===== config.mk =====
export PLATFORM = sky130hd
export DESIGN_NAME = pipeline_ctrl
export DESIGN_NICKNAME = d
export VERILOG_FILES = /design/src/rtl/pipeline_ctrl.sv
export SDC_FILE = /design/constraint.sdc
export NUM_CORES = 1
export LEC_CHECK = 0
export ABC_CLOCK_PERIOD_IN_PS = 1600
export BUFFER_PORTS_ARGS = -buffer_cell sky130_fd_sc_hd__buf_2
export CORE_UTILIZATION = 30
export CTS_CLUSTER_SIZE = 12
export DETAILED_ROUTE_END_ITERATION = 12
export HOLD_SLACK_MARGIN = 0.05
export PLACE_DENSITY = 0.87
export SYNTH_ARGS = -nofsm -noshare
export SYNTH_HDL_FRONTEND = slang
export SYNTH_SLANG_ARGS = --single-unit

===== constraint.sdc =====
create_clock -name clk -period 1.6 [get_ports clk]
set_clock_uncertainty 0.15 [all_clocks]
set_input_delay 0 -clock clk [delete_from_list [all_inputs] [get_ports clk]]
set_output_delay 0 -clock clk [all_outputs]
set_load 0.005 [all_outputs]

===== src/rtl/pipeline_ctrl.sv =====
// Stall/flush sequencer for the five-stage pipeline: load-use interlock, memory-wait freeze,
// wrong-path squash after taken branches and exceptions, PC redirect and delay-slot tracking.
module pipeline_ctrl #(
  parameter int unsigned REGADDR_WIDTH = 5,
  parameter int unsigned FLUSH_CYCLES  = 2
) (
  input  logic                     clk,
  input  logic                     rst,
  input  logic [REGADDR_WIDTH-1:0] dec_rs,
  input  logic [REGADDR_WIDTH-1:0] dec_rt,
  input  logic                     dec_uses_rs,
  input  logic                     dec_uses_rt,
  input  logic                     dec_is_branch,
  input  logic                     ex_is_load,
  input  logic [REGADDR_WIDTH-1:0] ex_wb_addr,
  input  logic                     branch_taken,
  input  logic [31:0]              branch_dest,
  input  logic                     mem_busy,
  input  logic                     exc_valid,
  input  logic [31:0]              exc_target,
  output logic                     stall_if,
  output logic                     stall_id,
  output logic                     stall_ex,
  output logic                     stall_mem,
  output logic                     clear_id,
  output logic                     clear_ex,
  output logic                     clear_mem,
  output logic                     in_delay_slot,
  output logic                     pc_redirect_valid,
  output logic [31:0]              pc_redirect_addr
);

  typedef enum logic [0:0] {StRun, StFlush} state_e;

  state_e      state_q, state_d;
  logic [3:0]  flush_cnt_q, flush_cnt_d;
  logic        squash_pend_q, squash_pend_d;
  logic        in_delay_slot_q, in_delay_slot_d;
  logic        load_use;

  assign load_use = ex_is_load && (ex_wb_addr != '0) &&
                    ((dec_uses_rs && (dec_rs == ex_wb_addr)) ||
                     (dec_uses_rt && (dec_rt == ex_wb_addr)));

  always_ff @(posedge clk) begin
    if (rst) begin
      state_q         <= StRun;
      flush_cnt_q     <= 4'd0;
      squash_pend_q   <= 1'b0;
      in_delay_slot_q <= 1'b0;
    end else begin
      state_q         <= state_d;
      flush_cnt_q     <= flush_cnt_d;
      squash_pend_q   <= squash_pend_d;
      in_delay_slot_q <= in_delay_slot_d;
    end
  end

  always_comb begin
    state_d         = state_q;
    flush_cnt_d     = flush_cnt_q;
    squash_pend_d   = squash_pend_q;
    in_delay_slot_d = in_delay_slot_q;
    if (exc_valid) begin
      state_d         = StFlush;
      flush_cnt_d     = 4'(FLUSH_CYCLES);
      squash_pend_d   = 1'b0;
      in_delay_slot_d = 1'b0;
    end else if (!mem_busy) begin
      // Squash flag is consumed on any unstalled cycle; a fresh taken branch re-arms it.
      if (squash_pend_q) squash_pend_d = 1'b0;
      if (state_q == StFlush) begin
        flush_cnt_d = flush_cnt_q - 4'd1;
        if (flush_cnt_q <= 4'd1) begin
          state_d     = StRun;
          flush_cnt_d = 4'd0;
        end
      end else if (branch_taken) begin
        squash_pend_d = 1'b1;
      end
      if (!stall_if) in_delay_slot_d = dec_is_branch && !clear_id;
    end
  end

  always_comb begin
    stall_if          = 1'b0;
    stall_id          = 1'b0;
    stall_ex          = 1'b0;
    stall_mem         = 1'b0;
    clear_id          = 1'b0;
    clear_ex          = 1'b0;
    clear_mem         = 1'b0;
    pc_redirect_valid = 1'b0;
    pc_redirect_addr  = 32'd0;
    if (exc_valid) begin
      pc_redirect_valid = 1'b1;
      pc_redirect_addr  = exc_target;
      clear_id          = 1'b1;
      clear_ex          = 1'b1;
      clear_mem         = 1'b1;
    end else if (mem_busy) begin
      stall_if  = 1'b1;
      stall_id  = 1'b1;
      stall_ex  = 1'b1;
      stall_mem = 1'b1;
    end else begin
      if (state_q == StFlush) begin
        clear_id = 1'b1;
      end else begin
        if (branch_taken) begin
          pc_redirect_valid = 1'b1;
          pc_redirect_addr  = branch_dest;
        end
        if (load_use) begin
          stall_if = 1'b1;
          clear_id = 1'b1;
        end
      end
      if (squash_pend_q) clear_id = 1'b1;
    end
  end

  assign in_delay_slot = in_delay_slot_q;

endmodule


## Yosys cells after proc, flatten, opt, wreduce, memory -nomap -nowiden

Index checks and enable logic that the tools add are counted.
W data, S select, Z words.

- Flip-flop bits (word level): 7
- Bits of input ports: 88
- Word-level logic and storage cells: 52
- Output and inout port bits: 41

- Reductions and logical operators: 13
- Equality and inequality tests: 3
- Add/subtract/negate cells: 1
- Multiplexer cells: 27
- Bitwise logic cells: 2
- $lt $le $gt $ge: 1

Operators by type and width:

| cell | number |
|---|---|
| $mux W32 | 4 |
| $mux W1 | 19 |
| $eq A5 B5 Y1 | 2 |
| $mux W2 | 3 |
| $reduce_and A2 Y1 | 3 |
| $logic_and A1 B1 Y1 | 5 |
| $reduce_bool A5 Y1 | 1 |
| $le A4 B1 Y1 const B | 1 |
| $mux W4 | 1 |
| $sub A4 B1 Y4 const B | 1 |
| $ne A2 B1 Y1 const B | 1 |
| $not A1 Y1 | 2 |
| $reduce_bool A2 Y1 | 1 |
| $reduce_or A2 Y1 | 1 |
| $logic_not A1 Y1 | 1 |
| $logic_or A1 B1 Y1 | 1 |

## Logic depth before layout (Yosys ltp)

Gate-level depths: netlist of the first run.

- Depth in word-level cells: 11
- Depth in mapped cells: 7

## Worst setup path before layout of the first run

OpenSTA, ideal clock, no wires.

- Path type: register to register
- Start point: reg flush_cnt_q[0]
- End point: reg flush_cnt_q[1]
- Cell stages (with the launch flop): 7
- Library setup time: 0.070 ns
- Buffers on the path: 0
- Path slack: 0.176 ns
- Clock period less this slack: 1.424 ns
- Arrival time: 1.204 ns
- Cells stage by stage: dfxtp_1 -> inv_1 -> ha_1 -> nor2_1 -> nor3_1 -> or3_1 -> a21oi_1

- Longest elaborated chain between the ends: 5

RTL lines:

| element | RTL line | RTL |
|---|---|---|
| from (decl) | 36 | `logic [3:0] flush_cnt_q, flush_cnt_d;` |
| from (signal assigned) | 53 | `flush_cnt_q <= flush_cnt_d;` |
| $sub A4 B1 Y4 / $le A4 B1 Y1 (equally long branches) | 73, 74 |  |
| $mux W4 (*) | 74 | `if (flush_cnt_q <= 4'd1) begin` |
| $mux W2 (*) | 72 | `if (state_q == StFlush) begin` |
| $mux W2 (*) | 69 | `end else if (!mem_busy) begin` |
| $mux W2 (*) | 64 | `if (exc_valid) begin` |

Every way passes the cells marked *; elsewhere a longest branch is shown, timed or not. The select of a mux whose other input is x is not followed.
A chain may end at the register's enable or synchronous reset.

## Worst setup path in the final report of the first run

- Start point: reg state_q
- End point: out pc_redirect_addr[17]

- Longest elaborated chain between the ends: 3

RTL lines:

| element | RTL line | RTL |
|---|---|---|
| from (decl) | 35 | `state_e state_q, state_d;` |
| from (signal assigned) | 47 | `state_q <= StRun;` |
| from (signal assigned) | 52 | `state_q <= state_d;` |
| $mux W32 | 107 | `if (state_q == StFlush) begin` |
| $mux W32 | 101 | `end else if (mem_busy) begin` |
| $mux W32 | 95 | `if (exc_valid) begin` |
| to (decl) | 30 | `output logic [31:0] pc_redirect_addr` |

No other way between the ends.

==> results of run 1 <==
==> cell type report <==
cell class | instances | area (um^2) | share of cell area [%]
inverter | 3 | 11.3 | 0.650
clock buffer | 4 | 26.3 | 1.52
multi-input combinational | 90 | 679 | 39.2
sequential | 7 | 145 | 8.38
timing repair buffer | 143 | 831 | 48.0
tap | 31 | 38.8 | 2.24
==> worst min-delay path, delay by kind of cell <==
kind                   cells  cell delay, ns
AOI/OAI and AO/OA          1            0.11
and+or+nand+nor            1            0.06
muxes                      1            0.14
buffers and inverters      1            0.13
==> routing by layer <==
| layer | track usage (%) | up-vias |
|---|---|---|
| li1 | - | 691 |
| met1 | 22.9 | 658 |
| met2 | 43.0 | 86 |
| met3 | 2.79 | 4 |
| met4 | 6.27 | 0 |
| met5 | 0 | - |
==> sequential cells by signal, summed over array words and instances, names as in the netlist <==
name,count
in_delay_slot,1
squash_pend_q,1
state_q,1
flush_cnt_q,4
==> kinds of logic (layout without fill, tap and decap cells) <==
group | count (synthesis) | count (layout) | synth area share (%)
AO/OA/AOI/OAI | 46 | 46 | 41.6
AND/OR/NAND/NOR | 31 | 31 | 19.4
buffers and inverters | 15 | 150 | 8.63
XOR/XNOR | 10 | 10 | 10.1
flip-flops | 7 | 7 | 16.1
adder cells (fa/ha/maj) | 2 | 2 | 2.88
multiplexers | 1 | 1 | 1.29
==> synth_stat cells (all sizes together) <==
cell type and number:
a22o 32, nor2 11, xnor2 10, a21oi 9, buf 7, dfxtp 7
clkbuf 5, inv 3, nand2 3, nand2b 3, nor3 3, or2 3
ha 2, nand4 2, o21ai 2, or4 2, mux2 1, nand3 1
nand3b 1, nor2b 1, o211ai 1, o21bai 1, o22ai 1, or3 1
==> power groups by stage <==
stage	Combinational, mW	Clock (mW)	Sequential [mW]
2_1_floorplan	0.155	0	0.188
3_3_place_gp	0.340	0	0.189
3_5_place_dp	0.347	0	0.190
4_1_cts	0.387	0.163	0.184
5_1_grt	0.428	0.181	0.185
6_report	0.395	0.168	0.184
==> worst paths after layout <==
kind | startpoint | end | slack (ns) | cells after the start
max | state_q$_SDFFE_PP0N_ | pc_redirect_addr[17] | -0.02 | 6
min | mem_busy | in_delay_slot$_SDFFE_PP0P_ | 0.07 | 4
max reg2reg | flush_cnt_q[1]$_SDFFE_PP0P_ | flush_cnt_q[1]$_SDFFE_PP0P_ | 0.08 | 6
min reg2reg | flush_cnt_q[3]$_SDFFE_PP0P_ | flush_cnt_q[2]$_SDFFE_PP0P_ | 0.36 | 2
==> timing repair <==
action / in CTS / in global routing
endpoints found under the setup margin: 32 / 36
hold endpoints to repair: 7 / 0
gates cloned: 2 / 0
pin swaps: 3 / 2
gates resized for setup: 5 / 6
buffers inserted: 3 / 2
hold buffers: 5 / 0
==> placed cells by master (no fill, tap or decap), types with 2 or more instances in the layout <==
cell	n
clkbuf_4	3
or2_2	2
a21oi_1	9
inv_1	3
nand2_1	3
nor3_1	2
dfxtp_1	5
buf_12	2
nand4_1	2
a22o_1	32
o21ai_0	2
nor2_1	8
dlygate4sd3_1	5
buf_2	128
buf_16	2
nor2_4	2
ha_1	2
buf_4	6
xnor2_1	10
nand2b_1	2
==> metrics by stage <==
stage | total power [mW] | setup TNS, ns | cell area (um^2) | setup slack (ns)
5_1_grt | 0.793 | -1.69 | 1730 | -0.0715
4_1_cts | 0.734 | -0.105 | 1710 | -0.0186
2_1_floorplan | 0.343 | 0 | 870 | 0.176
6_report | 0.747 | -0.193 | 1730 | -0.0218
3_5_place_dp | 0.536 | 0 | 1520 | 0.0623
3_3_place_gp | 0.529 | 0 | 1520 | 0.134
==> results.md, run 1 <==
STA:
- The smallest clock period supported by the final layout is computed as 1.62 ns.
- Based on the critical path, the design can be clocked at up to 0.617 GHz.
- Setup repair after global routing could not meet its margin everywhere.
- The total count of hold-check failures in the final report is 0.
- The max-slew headroom at the worst pin is about four fifths.
- Setup violations remaining at the end of the flow were counted as 25.
- The slew of the pin with the lowest slew margin is 0.290 ns.
- Setup slack on the critical path of the routed design comes to -0.0218 ns.
- The final hold slack is 0.0656 ns.
- Of the available clock period, the critical path in the final layout requires 101%.
- The final max-slew violation count is 0.

Setup path:
- The critical path data arrival time is roughly 1.5 ns.
- The worst setup path is captured at an output pin.
- Grouping stages by cell kind, the critical path spends the most delay in simple AND/OR/NAND/NOR gates.
- The master of the slowest instance on the critical path is dfxtp_4.
- The sum of buffers and inverters on the critical path is 3.
- The required arrival time at the worst endpoint is around 1.5 ns.
- In this design, the stage delay of the slowest critical-path cell is 0.34 ns.
- The critical path is of the register to output pin type.
- The signal on the critical path passes through or2_4 -> nor2_4 -> buf_4 -> buf_16 -> a22o_1 -> buf_2.
- STA classifies the critical path startpoint as a register.
- In this run the worst path has a maximum fanout of 8.

Placed design:
- The final estimated routing congestion in global placement is around 0.79.
- The number of instances in the placed design is around 260.
- The number of port buffers is about 130.
- The HPWL after detailed placement is 2680 um.

Pwr:
- For this design the total switching power over the nets is roughly 0.24 mW.
- VDD sags by at most ~0.00034 V.
- The power density over the cells is between 400 and 500 nW/um^2.
- Per report_power, the clock group accounts for approximately 23% of the total.
- The part of the power in registers is between 20% and 30%.
- For this design the static power due to leakage is 0.939 nW.
- Of the total power, combinational logic draws 52.8%.
- The net switching share of the total power is 31.9%.
- The total internal power is around 0.51 mW.

Route:
- The total number of vias is 1439.
- The count of nets left with antenna violations once routing finished came out at 0.
- The first-pass detailed-route iteration total is 4.
- In the final routing, the length of wire on met1 measures 1280 um.
- The wire length reported by the detailed router is 3630 um.
- The average wire per cell in the routed design is 13.1 um.
- The total met2 wirelength after detailed routing is around 2000 um.
- In the routed design, unresolved DRC markers number 0.
- The ratio of routed vias to standard cells is roughly 5.2.
- The routed length on met3 is about 320 um.
- After the first detailed-routing iteration, the DRC count stood at 46.
- The highest metal layer with signal wires is met4.

Floorplanning:
- The initial utilization of the core area, before any placement, comes to 31.5%.
- The total die area is between 3000 and 4000 um^2.
- The floorplan row count is 19.
- The I/O pin total is 129.
- The floorplan die height is between 50 and 60 um.
- The floorplan step set the die width to roughly 56 um.
- The region available for standard cell placement spans 2760 um^2.

Hold path:
- The type of the worst min-delay path is input port to register.

Logic synthesis:
- The biggest area consumer among synthesized cells is a22o_1.
- The number of cells produced by synthesis is 112.
- During synthesis, Yosys emitted a total of 0 warnings.
- The number of nets handed over by synthesis was between 200 and 250.
- Sorting the synthesized cells by area gives the leading types as a22o_1 32%, dfxtp_1 16%, xnor2_1 10%.
- The area of the mapped netlist is 870 um^2.
- The share of the yosys chip area belonging to registers is between 10% and 20%.
- Averaged over all synthesized cells, the footprint is roughly 7.8 um^2.
- The number of different library cells used by synthesis comes to 28.
- After synthesis, the largest area contributor takes up approximately a third of total cell area.
- In this run, synthesis produced a sequential element count of 7.

Clock tree:
- The clock tree from TritonCTS is done.
- The H-tree depth reported by CTS is 1.
- The total clock buffers created by CTS is 3.
- The clock network latency to the later pin of the worst-skew pair is around 0.26 ns.
- CTS placed an instance of clkbuf_4 at the clock tree root.
- The clock slew seen by the registers of the worst setup and hold paths is around 0.060 ns.
- The clock sink total is 7.
- In this run the deepest clock path goes through 2 buffers.

GRT:
- The initial antenna violation count is 0.
- The aggregate global routing overflow is 0.
- The wire length of the first global-routing pass is 5370 um.
- In the global route stage, overall resource usage came out at a little over a fifth.
- The number of global-route vias before repair is roughly 1200.
- Entering global routing, the biggest net connects 23 pins.

Layout:
- The final design utilization is 62.8%.
- The number of inserted filler cells in the final layout is roughly 250.
- The number of nets in the layout is 338.
- The layout overhead on the synthesized area is 99.1%.
- In the final layout, the share of cells above drive strength 1 is approximately 62%.
- The final antenna diode count is 0.
- The final cell count without fillers is 278.

Outcome:
- The checks that failed: setup timing.
- The run finished, with violations left.

Job:
- The max-capacitance violation count is 0.
(Power assumes the default switching activity.)
==> inputs of run 2 (changes only) <==
ABC_CLOCK_PERIOD_IN_PS = 1500   (was 1600)
clock period = 1.5 ns   (was 1.6 ns; I/O delays follow)
==> results.md, run 2 (synthesis gave the netlist of run 1 again) <==
Setup path:
- The kind of start point of the critical path is a register (unchanged).
- The maximum fanout count along the critical path is 8 (unchanged).
- The sum of buffers and inverters on the critical path is 2 (was 3).
- The critical path data arrival time is 1.45 ns (was 1.47 ns).
- Cell chain of the critical path: or2_4 -> nor2_4 -> buf_6 -> a22o_1 -> buf_2 (was or2_4 -> nor2_4 -> buf_4 -> buf_16 -> a22o_1 -> buf_2).
- The capturing element type of the critical path was an output pin (unchanged).
- The required arrival time at the worst endpoint is 1.35 ns (was 1.45 ns).
- The kind of cell adding the most delay to the critical path is simple AND/OR/NAND/NOR gates (unchanged).
- The critical setup path kind is register to output pin (unchanged).
- The master of the slowest instance on the critical path is dfxtp_4 (unchanged).
- The peak per-stage delay on the critical path is 0.34 ns (about the same).

Route:
- The number of nets with antenna violations after routing is 0 (unchanged).
- The ratio of routed vias to standard cells came to 5.06 (was 5.18).
- The first-pass detailed-route iteration total is 6 (was 4).
- The DRC violation total after the first TritonRoute iteration is 50 (was 46).
- The total number of vias is 1431 (was 1439).
- The average wire per cell in the routed design came to 13.5 um (was 13.1 um).
- The wire length reported by the detailed router is 3830 um (was 3630 um).
- The post-detailed-route DRC marker count is 0 (unchanged).

STA:
- Static timing analysis puts the maximum clock frequency at 0.624 GHz.
- The smallest setup slack after layout is -0.103 ns (was -0.0218 ns).
- The final max-slew violation count is 0 (unchanged).
- RSZ-0062 raised after global routing: true (unchanged).
- The setup TNS is -1.96 ns (was -0.193 ns).
- The final period demand of the worst path is ~1.6 ns.
- The final-report setup violation count is 32 (was 25).
- The slew of the pin with the lowest slew margin was 0.256 ns (was 0.290 ns).
- The total count of hold-check failures in the final report is 0 (unchanged).
- The max-slew headroom at the worst pin was 82.9% (was 80.5%).
- The final critical-path share of the clock period is 107%.

Floorplanning:
- The effective utilization at floorplan is 31.5% (unchanged).
- The I/O pin total is 129 (unchanged).
- The horizontal die dimension is 55.8 um (unchanged).
- The total die area is 3120 um^2 (unchanged).
- The area of the core is 2760 um^2 (unchanged).
- The floorplan row count is 19 (unchanged).
- The floorplan die height is 55.8 um (unchanged).

Pwr:
- The power density over the cells is 449 nW/um^2 (was 431 nW/um^2).
- The share of total power in the clock network is 21.7% (was 22.5%).
- The net switching component of the power is 0.256 mW (was 0.238 mW).
- The part of the power in registers came to 24.5% (was 24.7%).
- The leakage power is 0.962 nW (was 0.939 nW).
- The net switching share of the total power is 32.0% (was 31.9%).
- The part of the total power dissipated in combinational logic was 53.8% (was 52.8%).
- The maximum vdd drop was 0.000284 V (was 0.000338 V).
- The total internal power is 0.545 mW (was 0.509 mW).

Clock tree:
- The clock slew seen by the registers of the worst setup and hold paths is 0.05 ns (was 0.06 ns).
- The clock sink total is 7 (unchanged).
- The buffer levels on the longest clock path is 2 (unchanged).
- The root buffer cell is clkbuf_4 (unchanged).
- The H-tree depth reported by CTS is 1 (unchanged).
- The clock network latency to the later pin of the worst-skew pair came to 0.25 ns (was 0.26 ns).
- The total clock buffers created by CTS is 3 (unchanged).
- The clock tree from TritonCTS is done (unchanged).

Layout:
- The register with the most flip-flops is flush_cnt_q (unchanged).
- The final design utilization is 64.7% (was 62.8%).
- The final antenna diode count was 0 (unchanged).
- Highest-count cells in the layout ignoring fill and taps: 128 x buf_2, 32 x a22o_1, 10 x xnor2_1, 9 x a21oi_1, 9 x buf_4 (was 128 x buf_2, 32 x a22o_1, 10 x xnor2_1, 9 x a21oi_1, 8 x nor2_1).
- The number of nets in the layout is 343 (was 338).
- The layout overhead on the synthesized area is 105% (was 99.1%).
- The commonest non-fill, non-tap cell in the layout is buf_2 (unchanged).
- The design area is 1780 um^2 (was 1730 um^2).
- The fraction of layout instances using a drive strength above 1 is 64.7% (was 61.9%).
- The flip-flop count of the largest register after layout is 4 (unchanged).

Hold path:
- The type of the worst min-delay path is input port to register (unchanged).

GRT:
- The maximum number of pins on one net before global-route repair is 23 (unchanged).
- The initial antenna violation count is 0 (unchanged).
- The aggregate global routing overflow is 0 (unchanged).
- The wire length of the first global-routing pass is 5800 um (was 5370 um).
- The number of global-route vias before repair came to 1335 (was 1238).
- The overall fraction of global-route tracks in use came to 23.4% (was 21.4%).

Placed design:
- The cell area after placement is 1540 um^2 (was 1520 um^2).
- The number of port buffers is 128 (unchanged).
- The final estimated routing congestion in global placement is 0.811 (was 0.790).
- The HPWL after detailed placement is 2690 um (was 2680 um).

Job:
- The max-capacitance violation count was 0 (unchanged).

Outcome:
- Outcome: finished with violations (unchanged).
- Failing checks: setup timing (unchanged).
## run 2: changes by cell type in the layout (fill, tap and decap cells not counted), sizes merged
cell,before,now
dlygate4sd3,5,7
buf,138,140
dlymetal6s4s,0,1
## run 2: per-layer routing
metal,global-route usage (%),vias to the layer above,wire (um)
met5,0,-,0
met4,6.27,0,31
met3,3.72,4,289
met2,48.4,77,2140
met1,23.7,647,1360
li1,-,703,-
## run 2: through the flow
step / hold slack, ns / worst slack, ns / power (mW) / cells
global route: 0.116 / -0.142 / 0.856 / 283
global placement: 0.0403 / 0.0325 / 0.567 / 264
CTS: 0.0572 / -0.0945 / 0.802 / 284
finish: 0.0826 / -0.103 / 0.801 / 283
floorplan: -0.0809 / 0.0764 / 0.366 / 112
detailed placement: 0.0432 / -0.0352 / 0.575 / 264
## run 2: cell type report
class,instances,area [um^2]
fill,242,973
timing repair buffer,148,828
multi-input combinational,90,726
sequential,7,151
tap,31,38.8
clock buffer,4,26.3
inverter,3,13.8
## run 2: power by group through the flow
stage                     Sequential, mW  Combinational, mW  Clock, mW
after detailed placement           0.202              0.373          0
after global routing               0.196              0.465      0.194
after global placement             0.202              0.365          0
after CTS                          0.196              0.425      0.180
final                              0.196              0.431      0.174
after floorplan                    0.201              0.165          0
## run 2: worst reg2reg max path, cell delays in order, from the launching register on
cell,delay [ns]
dfxtp_4,0.36
inv_4,0.05
ha_4,0.16
nor2_4,0.11
nor3_4,0.06
or3_1,0.37
a21oi_1,0.13
## run 2: what timing repair did
action                                  in CTS  in global routing
hold endpoints to repair                     7                  0
buffers inserted                             6                  3
endpoints found under the setup margin      34                 39
hold buffers                                 8                  0
resized for setup                           13                 17
pin swaps                                    9                 15
gates cloned                                 2                  0
## run 2: worst paths after layout
path	from	endpoint	slack (ns)	cells after the start
min reg2reg	squash_pend_q$_SDFFE_PP0N_	squash_pend_q$_SDFFE_PP0N_	0.41	2
max reg2reg	flush_cnt_q[1]$_SDFFE_PP0P_	flush_cnt_q[1]$_SDFFE_PP0P_	0.03	6
max	state_q$_SDFFE_PP0N_	pc_redirect_addr[0]	-0.10	5
min	exc_valid	state_q$_SDFFE_PP0N_	0.08	4
